==> config.mk <==
export PLATFORM = sky130hd
export DESIGN_NAME = slc3_mem_responder
export DESIGN_NICKNAME = d
export VERILOG_FILES = /design/src/rtl/slc3_pkg.sv /design/src/rtl/slc3_sram_array.sv /design/src/rtl/slc3_mem_responder.sv
export SDC_FILE = /design/constraint.sdc
export NUM_CORES = 2
export LEC_CHECK = 0
export CORE_MARGIN = 4
export CORE_UTILIZATION = 35
export DETAILED_ROUTE_END_ITERATION = 16
export PLACE_DENSITY = 0.53
export SYNTH_ARGS = -nofsm -noshare
export SYNTH_HDL_FRONTEND = slang
export SYNTH_HIERARCHICAL = 1
export SYNTH_SLANG_ARGS = --single-unit
==> constraint.sdc <==
create_clock -name Clk -period 5.91 [get_ports Clk]
set_input_delay 1.182 -clock Clk [delete_from_list [all_inputs] [get_ports Clk]]
set_output_delay 1.182 -clock Clk [all_outputs]
set_load 0.05 [all_outputs]
==> src/rtl/slc3_pkg.sv <==
// Shared types and constants for the SLC-3 memory-side logic.
package slc3_pkg;

    typedef logic [15:0] word_t;

    typedef enum logic [1:0] {IDLE, WAIT, DONE, HOLD} mem_state_t;

    localparam word_t IO_ADDR_DEFAULT = 16'hFFFF;

endpackage

==> src/rtl/slc3_sram_array.sv <==
// Single-port synchronous word RAM with a registered read port.
// The read register holds its value until the next read enable.
module slc3_sram_array
    import slc3_pkg::*;
#(
    parameter int unsigned Depth = 256
) (
    input  logic                     clk_i,
    input  logic [$clog2(Depth)-1:0] addr_i,
    input  logic                     we_i,
    input  word_t                    wdata_i,
    input  logic                     re_i,
    output word_t                    rdata_o
);

    word_t mem_q [Depth];
    word_t rdata_q;

    always_ff @(posedge clk_i) begin
        if (we_i) begin
            mem_q[addr_i] <= wdata_i;
        end
        if (re_i) begin
            rdata_q <= mem_q[addr_i];
        end
    end

    assign rdata_o = rdata_q;

endmodule

==> src/rtl/slc3_mem_responder.sv <==
// Memory-side responder for the SLC-3 MAR/MDR bus: on-chip RAM, one I/O address,
// programmable wait states and a one-cycle ready pulse.
module slc3_mem_responder
    import slc3_pkg::*;
#(
    parameter int unsigned DEPTH       = 256,
    parameter int unsigned WAIT_STATES = 2,
    parameter word_t       IO_ADDR     = IO_ADDR_DEFAULT
) (
    input  logic        Clk,
    input  logic        Reset,
    input  logic [15:0] MAR,
    input  logic [15:0] MDR,
    input  logic        MEM_OE,
    input  logic        MEM_WE,
    input  logic [15:0] SW,
    output logic [15:0] MDR_in,
    output logic        R,
    output logic [15:0] HEX_OUT,
    output logic        ERR
);

    localparam int unsigned AW = $clog2(DEPTH);

    mem_state_t state_q, state_d;
    logic [3:0] cnt_q, cnt_d;
    word_t      addr_q, addr_d;
    word_t      wdata_q, wdata_d;
    logic       op_we_q, op_we_d;
    logic       err_q, err_d;
    word_t      hex_q;
    word_t      mdr_q;
    logic       src_ram_q;

    word_t acc_addr, acc_wdata, ram_rdata;
    logic  acc_we, enter_done, in_range, is_io, ram_we, ram_re;

    always_comb begin
        state_d = state_q;
        cnt_d   = cnt_q;
        addr_d  = addr_q;
        wdata_d = wdata_q;
        op_we_d = op_we_q;
        err_d   = err_q;
        unique case (state_q)
            IDLE: begin
                if (MEM_OE || MEM_WE) begin
                    addr_d  = MAR;
                    wdata_d = MDR;
                    op_we_d = MEM_WE;
                    if (MEM_OE && MEM_WE) begin
                        err_d = 1'b1;
                    end
                    if (WAIT_STATES == 0) begin
                        state_d = DONE;
                    end else begin
                        state_d = WAIT;
                        cnt_d   = 4'(WAIT_STATES);
                    end
                end
            end
            WAIT: begin
                cnt_d = cnt_q - 4'd1;
                if (cnt_q == 4'd1) begin
                    state_d = DONE;
                end
            end
            DONE: state_d = HOLD;
            HOLD: begin
                if (!MEM_OE && !MEM_WE) begin
                    state_d = IDLE;
                end
            end
            default: state_d = IDLE;
        endcase
    end

    // The access fires on the edge entering DONE so results are visible while R=1.
    // In IDLE (zero wait states) the latched values are not yet registered, so use the bus.
    always_comb begin
        acc_addr   = (state_q == IDLE) ? MAR : addr_q;
        acc_wdata  = (state_q == IDLE) ? MDR : wdata_q;
        acc_we     = (state_q == IDLE) ? MEM_WE : op_we_q;
        enter_done = (state_d == DONE) && !Reset;
        in_range   = 32'(acc_addr) < DEPTH;
        is_io      = (acc_addr == IO_ADDR);
        ram_we     = enter_done && acc_we && in_range;
        ram_re     = enter_done && !acc_we && in_range;
    end

    always_ff @(posedge Clk) begin
        if (Reset) begin
            state_q   <= IDLE;
            cnt_q     <= '0;
            addr_q    <= '0;
            wdata_q   <= '0;
            op_we_q   <= 1'b0;
            err_q     <= 1'b0;
            hex_q     <= '0;
            mdr_q     <= '0;
            src_ram_q <= 1'b0;
        end else begin
            state_q <= state_d;
            cnt_q   <= cnt_d;
            addr_q  <= addr_d;
            wdata_q <= wdata_d;
            op_we_q <= op_we_d;
            err_q   <= err_d;
            if (enter_done) begin
                if (acc_we) begin
                    if (!in_range && is_io) begin
                        hex_q <= acc_wdata;
                    end
                end else begin
                    src_ram_q <= in_range;
                    if (!in_range) begin
                        mdr_q <= is_io ? SW : '0;
                    end
                end
            end
        end
    end

    slc3_sram_array #(
        .Depth (DEPTH)
    ) u_sram (
        .clk_i   (Clk),
        .addr_i  (acc_addr[AW-1:0]),
        .we_i    (ram_we),
        .wdata_i (acc_wdata),
        .re_i    (ram_re),
        .rdata_o (ram_rdata)
    );

    assign MDR_in  = src_ram_q ? ram_rdata : mdr_q;
    assign R       = (state_q == DONE);
    assign HEX_OUT = hex_q;
    assign ERR     = err_q;

endmodule

==> run_results.csv <==
group,metric,value,unit
cells_and_area,fillers,39400,
drt,drt_pre_antenna_iters,6,
setup_path,regToRegStartpoint,"state_q[0]$_SDFF_PP0_",
drt,drc,0,
sta,layout_min_cycle_time,5.11,ns
grt,antenna_found_initial,30,
drt,ant_nets,0,
floorplanning,ios,86,
sta,setup-violations-final,0,
floorplanning,die_w,682,um
cells_and_area,mostFrequentLayoutCell,"edfxtp_1",
placed_design,placedInstanceArea,172000,um2
clocking,cts.hold.buffers_added,0,
power,powerDensity,361,nW/um2
placed_design,place_inst,13300,
placed_design,pre_cts_slack,-0.0229,ns
sta,finalMaxSlewViolations,0,
power,finalPower,67.2,mW
sta,hold_ws,0.471,ns
cells_and_area,multi_input_area,32900,um2
placed_design,hpwl,265,mm
setup_path,startpoint,"state_q[0]$_SDFF_PP0_",
power,vdd_ir_drop_max,0.258,mV
setup_path,ff2ff_path_depth,9,
floorplanning,start_util,35.1,%
clocking,cts_inserted_buffers,435,
clocking,cts_resized,0,
floorplanning,fp-row-count,247,
clocking,cts_buffer_depth,4,
sta,fmax,196,MHz
logic_synthesis,avgSynthCellArea,22.4,um2
worst_hold_path,hold_class,"flop to flop",
logic_synthesis,syn_area,159000,um2
grt,grt_overflow_total,0,
clocking,cts_tree,"done",
drt,wl,444,mm
sta,fin_worst_skew,0.0771,ns
sta,rsz0062_at_grt,"false",
setup_path,crit_type,"flop to flop",
placed_design,port_buffers,85,
grt,grt_start_max_net_pins,132,
run_status,status,"finished clean",
setup_path,cp_data_required_time,6.54,ns
grt,grt_pass1_wl,625,mm
setup_path,start_kind,"flop",
drt,first_iter_violations,9536,
clocking,root_buffer,"clkbuf_16",
setup_path,crit_arrival,5.74,ns
sta,relSlewSlack,3.83,%
cells_and_area,regArea,125000,um2
job,max_cap_violations,0,
sta,period_share,86.4,%
logic_synthesis,synth.distinct_cells,40,
floorplanning,dieArea,465000,um2
grt,grt_usage,18.8,%
clocking,clkTransAtPathRegs,0.06,ns
floorplanning,core,452000,um2
sta,tns,0,ns
clocking,cts_setup_buffers,0,
power,p_leak,57.4,nW
floorplanning,die-height,682,um
setup_path,critPathCaptureType,"flop",
clocking,clock-sinks,4185,
setup_path,path_max_fanout,52,
drt,vias_per_cell,5.56,
sta,fin_ws,0.804,ns
cells_and_area,syn_to_final_growth,17.2,%
cells_and_area,final_cell_mix,"edfxtp_1 (4112), mux4_2 (1024), buf_4 (563)",
setup_path,crit_end,"u_sram/rdata_o[9]$_DFFE_PP_",
cells_and_area,fin_nets,7859,
setup_path,r2r_end,"u_sram/rdata_o[9]$_DFFE_PP_",
logic_synthesis,ys_warn_count,6,
drt,vias,78900,
logic_synthesis,synth_fp_nets,7144,
sta,hold_violations,0,
clocking,htreeDepth,5,
cells_and_area,design_area,186000,um2
cells_and_area,fin_util,41.2,%
logic_synthesis,synth-seq-cells,4185,
drt,routedWlPerCell,31.3,um
clocking,clk_latency,1.01,ns
logic_synthesis,ys_seq_area_share,78.7,%
grt,grt_pass1_vias,79100,
sta,worst_pin_slew,1.43,ns
cells_and_area,drive_above_1_share,31.0,%
placed_design,gp_congestion,0.804,
cells_and_area,final_cells,14200,
logic_synthesis,syn_inst,7090,
setup_path,rrSetupSlack,0.80,ns
## cells in the mapped netlist (all sizes together)
master	number	area share, %
nor2	244	0.58
a21oi	309	0.98
or4	2	0.0094
or2	2	0.0079
inv	5	0.012
dfxtp	73	0.92
clkbuf	266	0.63
a221oi	1	0.0055
a22oi	513	2.4
and3b	16	0.088
nand2b	8	0.032
or3	1	0.0039
nand4	25	0.10
mux2	41	0.29
and3	2	0.0079
nor4	6	0.028
o21a	1	0.0047
buf	180	0.66
a22o	16	0.10
ha	2	0.016
o41ai	65	0.36
a31oi	1	0.0039
nor3	51	0.17
nand2	95	0.22
o21ai	2	0.0063
mux4	1024	15
and2b	2	0.010
nor2b	8	0.032
edfxtp	4112	78
nand3	14	0.044
and2	3	0.012
## layer usage
layer	vias up	global-route usage, %	share of wire (%)
li1	31800	-	-
met5	-	0	0.026
met4	16	4.79	2.6
met3	565	2.84	7.1
met1	43400	27.0	42
met2	3108	30.1	48
## final cells by class
cell class	instances	share of cell area [%]
clock buffers	539	6.15
clock inverters	277	1.49
flip-flops and latches	4185	67.1
repair buffers	724	3.54
well taps	5976	4.01
multi-input cells	2454	17.7
inverters	5	0.0101
diodes	16	0.0215
## registers in the layout (all words and copies together), names as in the netlist
register        flops
ERR                 1
HEX_OUT            16
addr_q             16
cnt_q               4
mdr_q              16
op_we_q             1
src_ram_q           1
state_q             2
u_sram/mem_q     4096
u_sram/rdata_o     16
wdata_q            16
## worst max-delay path, cell delays in order (launching register included)
cell and delay [ns]:
dfxtp_1 0.38, nor2_4 0.53, mux2_8 0.79, buf_12 0.33, buf_4 0.25, mux4_2 0.31
a22oi_1 0.35, a21oi_1 0.29, o41ai_2 1.17, nand4_1 0.19
## worst min-delay path by stage
stage | start | to | depth (start not counted)
after floorplan | wdata_q[0]$_SDFFE_PP0P_ | wdata_q[0]$_SDFFE_PP0P_ | 2
after global placement | ERR$_SDFFE_PP0P_ | ERR$_SDFFE_PP0P_ | 2
after detailed placement | addr_q[9]$_SDFFE_PP0P_ | addr_q[9]$_SDFFE_PP0P_ | 2
after CTS | wdata_q[6]$_SDFFE_PP0P_ | wdata_q[6]$_SDFFE_PP0P_ | 2
after global routing | wdata_q[6]$_SDFFE_PP0P_ | wdata_q[6]$_SDFFE_PP0P_ | 2
final | wdata_q[3]$_SDFFE_PP0P_ | wdata_q[3]$_SDFFE_PP0P_ | 2
## logic make-up (layout without fill, tap and decap cells)
group	Yosys count	in the layout	share of synthesized area, %
AO/OA/AOI/OAI	908	908	3.88
adder cells (fa/ha/maj)	2	2	0.0158
buffers and inverters	451	1545	1.30
flip-flops	4185	4185	78.7
multiplexers	1065	1065	14.8
other	0	16	0
AND/OR/NAND/NOR	479	479	1.34
## report_power, final
part           total, mW  switching (mW)  internal [mW]
combinational       6.62            4.34           2.28
sequential          33.3          0.0207           33.2
clock               27.3            11.6           15.7
(Power assumes the default switching activity.)
